==> config.mk <==
export PLATFORM = sky130hd
export DESIGN_NAME = axi4_mem_tester
export DESIGN_NICKNAME = d
export VERILOG_FILES = /design/src/rtl/axi4_mem_tester.sv
export SDC_FILE = /design/constraint.sdc
export NUM_CORES = 1
export LEC_CHECK = 0
export BUFFER_PORTS_ARGS = -buffer_cell sky130_fd_sc_hd__buf_2
export CORE_UTILIZATION = 57
export CTS_CLUSTER_DIAMETER = 100
export CTS_CLUSTER_SIZE = 14
export DETAILED_ROUTE_END_ITERATION = 10
export HOLD_SLACK_MARGIN = 0.1
export PLACE_DENSITY = 0.86
export SYNTH_ARGS = -nofsm -noshare
export SYNTH_HDL_FRONTEND = slang
export SYNTH_SLANG_ARGS = --single-unit
==> constraint.sdc <==
create_clock -name clk_i -period 13.7 [get_ports clk_i]
set_input_delay 1.37 -clock clk_i [delete_from_list [all_inputs] [get_ports clk_i]]
set_output_delay 1.37 -clock clk_i [all_outputs]
set_load 0.03 [all_outputs]
==> src/rtl/axi4_mem_tester.sv <==
// AXI4 memory tester: writes NUM_BURSTS 16-beat INCR bursts of (address ^ seed), then reads them
// back and counts mismatches, bad read responses and bad write responses.
module axi4_mem_tester #(
  parameter logic [31:0] BASE_ADDR  = 32'h0000_0000,
  parameter int unsigned NUM_BURSTS = 16
) (
  input  logic        clk_i,
  input  logic        rst_i,
  input  logic        start_i,
  input  logic [31:0] seed_i,
  output logic        busy_o,
  output logic        done_o,
  output logic        pass_o,
  output logic [15:0] err_count_o,
  output logic [31:0] err_addr_o,
  output logic        axi_awvalid_o,
  output logic [31:0] axi_awaddr_o,
  output logic [7:0]  axi_awlen_o,
  output logic [1:0]  axi_awburst_o,
  input  logic        axi_awready_i,
  output logic        axi_wvalid_o,
  output logic [31:0] axi_wdata_o,
  output logic [3:0]  axi_wstrb_o,
  output logic        axi_wlast_o,
  input  logic        axi_wready_i,
  input  logic        axi_bvalid_i,
  input  logic [1:0]  axi_bresp_i,
  output logic        axi_bready_o,
  output logic        axi_arvalid_o,
  output logic [31:0] axi_araddr_o,
  output logic [7:0]  axi_arlen_o,
  output logic [1:0]  axi_arburst_o,
  input  logic        axi_arready_i,
  input  logic        axi_rvalid_i,
  input  logic [31:0] axi_rdata_i,
  input  logic [1:0]  axi_rresp_i,
  input  logic        axi_rlast_i,
  output logic        axi_rready_o
);

  typedef enum logic [2:0] {StIdle, StAw, StW, StB, StAr, StR, StDone} state_e;

  localparam logic [15:0] LastBurst = 16'(NUM_BURSTS - 1);

  state_e      state_q;
  logic [31:0] seed_q;
  logic [15:0] burst_q;
  logic [3:0]  beat_q;
  logic [15:0] err_count_q;
  logic [31:0] err_addr_q;
  logic        busy_q, done_q, pass_q;
  logic        awvalid_q, wvalid_q, wlast_q, bready_q, arvalid_q, rready_q;
  logic [31:0] awaddr_q, wdata_q, araddr_q;

  logic [31:0] burst_addr, next_burst_addr, beat_addr, next_beat_addr, rd_expect;
  logic [31:0] err_hit_addr;
  logic        last_burst, b_err, r_err, err_hit;

  always_comb begin
    burst_addr      = BASE_ADDR + {10'd0, burst_q, 6'd0};
    next_burst_addr = burst_addr + 32'd64;
    beat_addr       = burst_addr + {26'd0, beat_q, 2'b00};
    next_beat_addr  = beat_addr + 32'd4;
    rd_expect       = beat_addr ^ seed_q;
    last_burst      = (burst_q == LastBurst);
    b_err           = (state_q == StB) && axi_bvalid_i && (axi_bresp_i != 2'b00);
    r_err           = (state_q == StR) && axi_rvalid_i &&
                      ((axi_rdata_i != rd_expect) || (axi_rresp_i != 2'b00));
    err_hit         = b_err | r_err;
    err_hit_addr    = b_err ? burst_addr : beat_addr;
  end

  always_ff @(posedge clk_i or posedge rst_i) begin
    if (rst_i) begin
      state_q     <= StIdle;
      seed_q      <= '0;
      burst_q     <= '0;
      beat_q      <= '0;
      err_count_q <= '0;
      err_addr_q  <= '0;
      busy_q      <= 1'b0;
      done_q      <= 1'b0;
      pass_q      <= 1'b0;
      awvalid_q   <= 1'b0;
      awaddr_q    <= '0;
      wvalid_q    <= 1'b0;
      wdata_q     <= '0;
      wlast_q     <= 1'b0;
      bready_q    <= 1'b0;
      arvalid_q   <= 1'b0;
      araddr_q    <= '0;
      rready_q    <= 1'b0;
    end else begin
      done_q <= 1'b0;

      // Only the first error of a pass records its address; the count saturates.
      if (err_hit) begin
        if (err_count_q == 16'h0000) err_addr_q <= err_hit_addr;
        if (err_count_q != 16'hFFFF) err_count_q <= err_count_q + 16'd1;
      end

      case (state_q)
        StIdle: begin
          if (start_i) begin
            seed_q      <= seed_i;
            burst_q     <= '0;
            beat_q      <= '0;
            err_count_q <= '0;
            err_addr_q  <= '0;
            pass_q      <= 1'b0;
            busy_q      <= 1'b1;
            awvalid_q   <= 1'b1;
            awaddr_q    <= BASE_ADDR;
            state_q     <= StAw;
          end
        end
        StAw: begin
          if (axi_awready_i) begin
            awvalid_q <= 1'b0;
            wvalid_q  <= 1'b1;
            wdata_q   <= burst_addr ^ seed_q;
            wlast_q   <= 1'b0;
            beat_q    <= '0;
            state_q   <= StW;
          end
        end
        StW: begin
          if (axi_wready_i) begin
            if (beat_q == 4'd15) begin
              wvalid_q <= 1'b0;
              wlast_q  <= 1'b0;
              bready_q <= 1'b1;
              state_q  <= StB;
            end else begin
              beat_q  <= beat_q + 4'd1;
              wdata_q <= next_beat_addr ^ seed_q;
              wlast_q <= (beat_q == 4'd14);
            end
          end
        end
        StB: begin
          if (axi_bvalid_i) begin
            bready_q <= 1'b0;
            if (last_burst) begin
              burst_q   <= '0;
              arvalid_q <= 1'b1;
              araddr_q  <= BASE_ADDR;
              state_q   <= StAr;
            end else begin
              burst_q   <= burst_q + 16'd1;
              awvalid_q <= 1'b1;
              awaddr_q  <= next_burst_addr;
              state_q   <= StAw;
            end
          end
        end
        StAr: begin
          if (axi_arready_i) begin
            arvalid_q <= 1'b0;
            rready_q  <= 1'b1;
            beat_q    <= '0;
            state_q   <= StR;
          end
        end
        StR: begin
          if (axi_rvalid_i) begin
            beat_q <= beat_q + 4'd1;
            if (axi_rlast_i) begin
              rready_q <= 1'b0;
              if (last_burst) begin
                busy_q  <= 1'b0;
                state_q <= StDone;
              end else begin
                burst_q   <= burst_q + 16'd1;
                arvalid_q <= 1'b1;
                araddr_q  <= next_burst_addr;
                state_q   <= StAr;
              end
            end
          end
        end
        StDone: begin
          // The final read beat's error has landed in err_count_q by now.
          done_q  <= 1'b1;
          pass_q  <= (err_count_q == 16'h0000);
          state_q <= StIdle;
        end
        default: state_q <= StIdle;
      endcase
    end
  end

  assign busy_o        = busy_q;
  assign done_o        = done_q;
  assign pass_o        = pass_q;
  assign err_count_o   = err_count_q;
  assign err_addr_o    = err_addr_q;
  assign axi_awvalid_o = awvalid_q;
  assign axi_awaddr_o  = awaddr_q;
  assign axi_awlen_o   = 8'd15;
  assign axi_awburst_o = 2'b01;
  assign axi_wvalid_o  = wvalid_q;
  assign axi_wdata_o   = wdata_q;
  assign axi_wstrb_o   = 4'hF;
  assign axi_wlast_o   = wlast_q;
  assign axi_bready_o  = bready_q;
  assign axi_arvalid_o = arvalid_q;
  assign axi_araddr_o  = araddr_q;
  assign axi_arlen_o   = 8'd15;
  assign axi_arburst_o = 2'b01;
  assign axi_rready_o  = rready_q;

endmodule

== After elaboration in Yosys (flattened, before gate mapping) ==
Index checks and enable logic that the tools add are counted.
W data, S select, Z words.

* Register bits: 208
* Logic and storage cells: 167
* Input port bits: 77
* Output and inout port bits: 177

* Add/subtract/negate cells: 6
* Multiplexer cells: 80
* Eq/ne operators: 24
* Reductions and logical operators: 35
* Bitwise logic cells: 4

{| class="wikitable"
|+ Operators by type and width
! kind !! count
|-
| $mux W32 || 14
|-
| $pmux W32 S2 || 3
|-
| $mux W16 || 10
|-
| $pmux W16 S3 || 1
|-
| $add A16 B1 Y16 const B || 2
|-
| $ne A32 B32 Y1 || 1
|-
| $xor A22 B32 Y32 || 1
|-
| $xor A23 B32 Y32 || 1
|-
| $xor A24 B32 Y32 || 1
|-
| $mux W3 || 9
|-
| $ne A2 B2 Y1 const B || 13
|-
| $mux W1 || 25
|-
| $add A23 B3 Y24 const B || 1
|-
| $mux W4 || 6
|-
| $add A22 B6 Y23 || 1
|-
| $add A22 B7 Y23 const B || 1
|-
| $mux W23 || 1
|-
| $pmux W4 S5 || 1
|-
| $reduce_and A4 Y1 || 5
|-
| $pmux W3 S6 || 1
|-
| $reduce_bool A2 Y1 || 9
|-
| $eq A16 B4 Y1 const B || 1
|-
| $logic_not A16 Y1 || 1
|-
| $ne A16 B16 Y1 const B || 1
|-
| 20 further kinds || 39
|}

== Logic depth before layout (Yosys ltp) ==
Gate-level depths: netlist of the first run.

* Word-level depth: 9
* Gate-level depth with buffers: 9
* Gate-level depth less buffers: 7

== Worst setup path after synthesis of the first run ==
No wires, ideal clock.

* Kind: input -> register
* Start point: input port axi_rdata_i[23]
* End point: register err_count_q[14] (netlist: err_count_o[14])
* Library setup time: 143 ps
* Stages on the path: 7
* Setup slack: 10,777 ps
* Data required time: 13,557 ps
* Arrival: 2,780 ps
* Path buffers: 1
* Path through: xor2_1 or3_1 nor3_1 a31oi_2 buf_4 a31oi_1 a211oi_2

* Word-level cells in the longest chain between the ends: 7

{| class="wikitable"
|+ Ends and longest elaborated chain
! element !! line !! RTL
|-
| start: declaration || 35 || <nowiki>input logic [31:0] axi_rdata_i,</nowiki>
|-
| $ne A32 B32 Y1 * || 68 || <nowiki>((axi_rdata_i != rd_expect) || (axi_rresp_i != 2'b00));</nowiki>
|-
| $logic_or A1 B1 Y1 * || 68 ||
|-
| $logic_and A1 B1 Y1 * || 67 || <nowiki>r_err = (state_q == StR) && axi_rvalid_i &&</nowiki>
|-
| $or A1 B1 Y1 * || 69 || <nowiki>err_hit = b_err | r_err;</nowiki>
|-
| $mux W16 * || 97 || <nowiki>if (err_hit) begin</nowiki>
|-
| $mux W16 || 104 || <nowiki>if (start_i) begin</nowiki>
|-
| $mux W16 * || 102 || <nowiki>case (state_q)</nowiki>
|-
| end signal: assignment || 99 || <nowiki>if (err_count_q != 16'hFFFF) err_count_q <= err_count_q + 16'd1;</nowiki>
|-
| end: declaration || 49 || <nowiki>logic [15:0] err_count_q;</nowiki>
|}

Every way passes the cells marked *; elsewhere a longest branch is shown, timed or not.
A chain may end at the register's enable or synchronous reset.

== Worst setup path after layout of the first run ==
* Start point: input port axi_rdata_i[23]
* End point: register err_addr_q[25] (netlist: err_addr_o[25])

* Word-level cells in the longest chain between the ends: 7

{| class="wikitable"
|+ Ends and longest elaborated chain
! element !! line !! RTL
|-
| $ne A32 B32 Y1 * || 68 ||
|-
| $logic_or A1 B1 Y1 * || 68 ||
|-
| $logic_and A1 B1 Y1 * || 67 ||
|-
| $or A1 B1 Y1 * || 69 ||
|-
| $mux W32 * || 97 ||
|-
| $mux W32 || 104 ||
|-
| $mux W32 * || 102 ||
|-
| end signal: assignment || 98 || <nowiki>if (err_count_q == 16'h0000) err_addr_q <= err_hit_addr;</nowiki>
|-
| end: declaration || 50 || <nowiki>logic [31:0] err_addr_q;</nowiki>
|}

Marks and branches as above.

==> results of run 1 <==
## sequential cells by signal, indices dropped and copies added, names as in the netlist
register / count
err_count_o: 16
beat_q: 4
pass_o: 1
burst_q: 16
axi_wdata_o: 32
axi_rready_o: 1
axi_wlast_o: 1
seed_q: 32
axi_bready_o: 1
state_q: 3
err_addr_o: 32
done_o: 1
axi_arvalid_o: 1
axi_wvalid_o: 1
axi_awaddr_o: 17
busy_o: 1
axi_araddr_o: 17
axi_awvalid_o: 1
## area by class of cell
cell class                      instances  share of cell area
Clock inverter                         13              0.0165
Multi-Input combinational cell        722               0.396
Sequential cell                       178               0.419
Clock buffer                           18              0.0404
Inverter                               10             0.00400
Timing Repair Buffer                  206              0.0987
Tap cell                              216              0.0254
## metal layers
metal  share of wire  global-route usage
met1            0.42               0.365
met2            0.48               0.440
met3           0.073              0.0719
met4           0.023              0.0990
met5         0.00058                   0
## tightest hold or removal path: cells and delay by family, from the launching register on
family,cells,cell delay [ns]
compound gates,1,0.06
simple gates,1,0.04
flops,1,0.34
## worst paths after layout
path	startpoint	to	slack, ns	cells past startpoint
hold reg to reg	axi_wdata_o[10]	axi_wdata_o[10]	0.48	2
setup reg to reg	burst_q[0]	axi_awaddr_o[10]	10.81	7
hold / removal	axi_wdata_o[10]	axi_wdata_o[10]	0.48	2
setup / recovery	axi_rdata_i[23]	err_addr_o[25]	10.55	8
min in group asynchronous	rst_i	state_q[2]	1.13	2
max in group asynchronous	rst_i	axi_wdata_o[20]	11.06	3
## power groups by stage
| stage | registers (W) | logic, W | clock network (W) |
|---|---|---|---|
| 5_1_grt | 0.000747 | 0.000731 | 0.000528 |
| 2_1_floorplan | 0.000801 | 0.000430 | 0 |
| 3_5_place_dp | 0.000739 | 0.000663 | 0 |
| 4_1_cts | 0.000732 | 0.000666 | 0.000512 |
| 6_report | 0.000734 | 0.000664 | 0.000505 |
| 3_3_place_gp | 0.000736 | 0.000647 | 0 |
## cell usage in the layout (no fill, tap or decap), drive strengths merged, types with 20 or more instances in the layout
cell and n:
buf 206, nand3 40, dfrtp 178, nor2 29
nand4 23, o21ai 100, conb 54, nand2 249
xnor3 20, xnor2 43
## metrics by stage
| step | hold WS [ns] | instance area, um2 | power, W |
|---|---|---|---|
| global route | 0.489 | 10600 | 0.00201 |
| detailed placement | 0.465 | 10000 | 0.00140 |
| global placement | 0.455 | 10000 | 0.00138 |
| floorplan | 0.481 | 9370 | 0.00123 |
| finish | 0.477 | 10600 | 0.00190 |
| CTS | 0.480 | 10600 | 0.00191 |
## cells by family after synthesis
family | Yosys count | share of synthesized area
XOR/XNOR | 76 | 0.103
multiplexers | 12 | 0.0132
buffers and inverters | 127 | 0.0810
other | 2 | 0.000818
AO/OA/AOI/OAI | 151 | 0.0984
AND/OR/NAND/NOR | 424 | 0.212
adder cells (fa/ha/maj) | 5 | 0.00682
flip-flops | 178 | 0.485
==> metrics.txt, run 1 <==
fillers 1279; worst endpoint required time 14.07 ns; GP Congestion 0.845; min Tclk post-route 3.15 ns; Final HPWL DP 15.6 mm; Final WS setup 10.55 ns; slew margin rel. 0.361; aggregate global-route resource usage 0.276; CP peak stage delay 0.49 ns; static leakage 5.53 nW; Mapped Area 9180 um2; Num CTS Buffers 17; Die X 129 um; status finished clean; Die Area 16600 um2; Synth async-reset ratio 1.00; clock skew 0.0115 ns; synth cell count leaders nand2_1 (249), dfrtp_1 (178), o21ai_0 (73); post-route ant nets 0; area of the multi-input gates 4200 um2; clock sink count 178; Clk pin slew, worst setup/hold paths 0.07 ns; num rows 46; FF+latch area 4450 um2; CP Launch Type input port; Wirelength per Cell 16.4 um; setup tns final 0 ns; Final Max Tran Viols 0; Initial Utilization 0.580; PwrDens 179 nW/um2; Die Height 129 um; Crit Path Max Fanout 41; Distinct cells, synth 56; sequence of cells on the critical path buf_2, xor2_1, or3_1, nor3_1, a311oi_4, buf_4, nor2_1, and2_1; crit-path leading delay family simple AND/OR/NAND/NOR gates; part of the power in registers 0.386; fin crit share 0.230; Core Footprint 15800 um2; antenna cells 0; Sw Share 0.395; max capacitance violation total 0; Clk network pwr share 0.265; total number of H-tree levels 4; Clk Latency, worst-skew pair 0.43 ns; Post-synth EDFFs 0; Critical path buffers and inverters 2; Finished Core Util 0.671; first-pass GRT wire length 34.8 mm; Post-CTS Setup Bufs 0; Final Non-Filler Cells 1363; Switch Pwr 0.000751 W; Area contributors post-synth dfrtp_1 (49%), nand2_1 (10%), xnor3_1 (4.9%); number of DRC markers in iteration 0 504; fraction of layout cells with a size suffix above 1 0.218; antenna violations before repair 1; post-synth top area share 0.485; Final Hold Viols 0; Main synth FF type dfrtp_1; count of input and output buffers 199; FMAX 318 MHz; CTS Hold Bufs 0; leading area contributor after synthesis dfrtp_1; pin count of the biggest net entering global routing 106; vias 7365; number of global-route vias before repair 6744; DRC 0; sequential share of the synthesized area 0.485; cell with the most instances after synthesis nand2_1; crit end category register; via/cell ratio 5.40; Worst path slowest cell nor3_1; worst min path class reg -> reg; Root Buffer clkbuf_16; drt pass-1 iters 6; synthesis-to-finish area growth 15.8%; Syn Area/Cell 9.41 um2; cts repair resizes 0; number of synthesis warnings 0; placed insts 1332; type of the worst setup path in -> reg; I/O pin cnt 254; worst vdd ir 0.105 mV; final setup fails 0; dpl ws 10.06 ns; clk buf depth 2; RSZ-0062 raised after global routing false; CTS tree done; Final Routed Wirelength 22.4 mm; combinational share of power 0.349; flops & latches, synth 178; Worst-Margin Slew 0.958 ns; Internal 0.00115 W; GRT overflow 0; Synth Instances 975; fin nets 1217; critical path arrival 3.52 ns
(Power assumes the default switching activity.)
==> run 2, diff against run 1 <==
--- a/config.mk
+++ b/config.mk
@@ -6,12 +6,12 @@
 export NUM_CORES = 1
 export LEC_CHECK = 0
 export BUFFER_PORTS_ARGS = -buffer_cell sky130_fd_sc_hd__buf_2
-export CORE_UTILIZATION = 57
+export CORE_UTILIZATION = 48
 export CTS_CLUSTER_DIAMETER = 100
 export CTS_CLUSTER_SIZE = 14
 export DETAILED_ROUTE_END_ITERATION = 10
 export HOLD_SLACK_MARGIN = 0.1
-export PLACE_DENSITY = 0.86
+export PLACE_DENSITY = 0.77
 export SYNTH_ARGS = -nofsm -noshare
 export SYNTH_HDL_FRONTEND = slang
 export SYNTH_SLANG_ARGS = --single-unit
==> constraint.sdc (replaced) <==
create_clock -name clk_i -period 2.8 [get_ports clk_i]
set_input_delay 0.28 -clock clk_i [delete_from_list [all_inputs] [get_ports clk_i]]
set_output_delay 0.28 -clock clk_i [all_outputs]
set_load 0.03 [all_outputs]
==> metrics.txt, run 2 (same netlist as run 1, synthesis figures left out) <==
fin crit share 0.897; met2 usage 0.412 (-0.0280); Final Routed Wirelength 24.4 mm (+8.9%); Die Area 19700 um2 (+18%); clock sink count 178 (unchanged); Clk pin slew, worst setup/hold paths 0.07 ns (about the same); type of the worst setup path reg -> reg; post-route ant nets 0 (unchanged); fillers 1579 (+23%); Die Height 140 um (+8.8%); Final HPWL DP 17.4 mm (+11%); GR Util met3 0.0646 (-0.00732); worst vdd ir 0.467 mV (+340%); slew margin rel. 0.485 (+0.124); Final WS setup 0.289 ns (-10.26 ns); aggregate global-route resource usage 0.257 (-0.0187); FMAX 398 MHz; Crit Path Max Fanout 12 (-71%); PwrDens 833 nW/um2 (+370%); setup tns final 0 ns (unchanged); commonest non-fill, non-tap cells in the layout nand2_1 (248), buf_2 (199), dfrtp_1 (178); GRT overflow 0 (unchanged); GR Util met1 0.335 (-0.0299); crit end category register; number of DRC markers in iteration 0 514 (+2.0%); num rows 50 (+8.7%); total number of H-tree levels 4 (unchanged); fraction of layout cells with a size suffix above 1 0.232 (+0.0141); Final Max Tran Viols 0 (unchanged); via/cell ratio 5.30 (-1.9%); Clk Latency, worst-skew pair 0.44 ns (about the same); placed insts 1383 (+3.8%); most common cell after layout, fill and taps aside nand2_1; Num CTS Buffers 17 (unchanged); fin nets 1284 (+5.5%); final setup fails 0 (unchanged); CP Launch Type register; Final Hold Viols 0 (unchanged); I/O pin cnt 254 (unchanged); worst min path class in -> reg; CTS tree done; first-pass GRT wire length 39.1 mm (+12%); Root Buffer clkbuf_16; number of global-route vias before repair 7465 (+11%); critical path arrival 2.84 ns (-0.68 ns); global route hottest layer met2; count of input and output buffers 199 (unchanged); Initial Utilization 0.491 (-0.0892); clk buf depth 2 (unchanged); Core Footprint 18700 um2 (+18%); Wirelength per Cell 16.8 um (+2.3%); antenna violations before repair 3 (+2); max capacitance violation total 0 (unchanged); dpl ws 0.296 ns (-9.76 ns); GP Congestion 0.887 (+5.0%); vias 7693 (+4.5%); Worst-Margin Slew 0.771 ns (-0.187 ns); drt pass-1 iters 5 (-1); synthesis-to-finish area growth 22.5%; clock skew 0.0128 ns (+0.00126 ns); static leakage 5.84 nW (+5.5%); Die X 140 um (+8.8%); DRC 0 (unchanged); pin count of the biggest net entering global routing 64 (-40%); RSZ-0062 raised after global routing false; Final Non-Filler Cells 1451 (+6.5%); min Tclk post-route 2.51 ns; worst endpoint required time 3.13 ns (-10.94 ns); cts repair resizes 0 (unchanged); status finished clean
-- run 2: changes by cell type in the layout (fill, tap and decap cells not counted), sizes merged --
cell	before	now
buf	206	239
bufinv	3	1
clkbuf	18	21
clkinv	2	1
clkinvlp	3	4
diode	0	2
dlygate4sd3	0	34
-- run 2: report_power, final --
| part | switching, W | total (W) | internal (W) |
|---|---|---|---|
| clock network | 0.00107 | 0.00234 | 0.00127 |
| logic | 0.00222 | 0.00350 | 0.00128 |
| registers | 0.000461 | 0.00352 | 0.00306 |
| total | 0.00375 | 0.00936 | 0.00562 |
-- run 2: layout make-up --
class / count / area [um2] / share of cell area
clock buffers: 21 / 450 / 0.0401
clock inverters: 11 / 116 / 0.0104
well taps: 234 / 293 / 0.0261
multi-input cells: 722 / 4200 / 0.374
flip-flops and latches: 178 / 4450 / 0.396
inverters: 10 / 41.3 / 0.00367
diodes: 2 / 5.00 / 0.000445
repair buffers: 273 / 1670 / 0.149
-- run 2: stage by stage --
stage / cell area (um2) / hold WS, ns / utilization / total power [W]
global placement: 10300 / 0.453 / 0.552 / 0.00695
floorplan: 9380 / 0.366 / - / 0.00602
CTS: 11200 / 0.136 / 0.601 / 0.00941
detailed placement: 10300 / 0.451 / 0.552 / 0.00702
global route: 11200 / 0.153 / 0.601 / 0.00988
finish: 11200 / 0.150 / 0.601 / 0.00936
-- run 2: path summary, 6_finish.rpt --
| check | from | endpoint | slack [ns] | cells past startpoint |
|---|---|---|---|---|
| min in group asynchronous | rst_i | axi_awvalid_o | 0.53 | 3 |
| worst max register to register | beat_q[1] | err_count_o[12] | 0.29 | 7 |
| worst min register to register | axi_awaddr_o[16] | axi_awaddr_o[16] | 0.48 | 2 |
| worst min-delay path | axi_bvalid_i | axi_bready_o | 0.15 | 2 |
| worst max-delay path | beat_q[1] | err_count_o[12] | 0.29 | 7 |
| max in group asynchronous | rst_i | err_addr_o[19] | 1.44 | 4 |
-- run 2: metal layers --
| layer | vias up | part of all wire |
|---|---|---|
| met4 | 2 | 0.024 |
| met3 | 45 | 0.077 |
| met2 | 308 | 0.47 |
| met5 | - | 0.00041 |
| li1 | 3635 | - |
| met1 | 3703 | 0.42 |
-- run 2: what timing repair did --
action | in CTS | in global routing
hold endpoints to repair | 61 | 0
buffers inserted | 0 | 0
hold buffers | 34 | 0
-- run 2: critical path, stage by stage (launching register included) --
cell and delay [ns]:
dfrtp_1 0.45, xnor3_1 0.44, nand4_1 0.17, nor4_4 0.43, a31oi_2 0.34, buf_4 0.26, a21o_1 0.15, and3_1 0.15
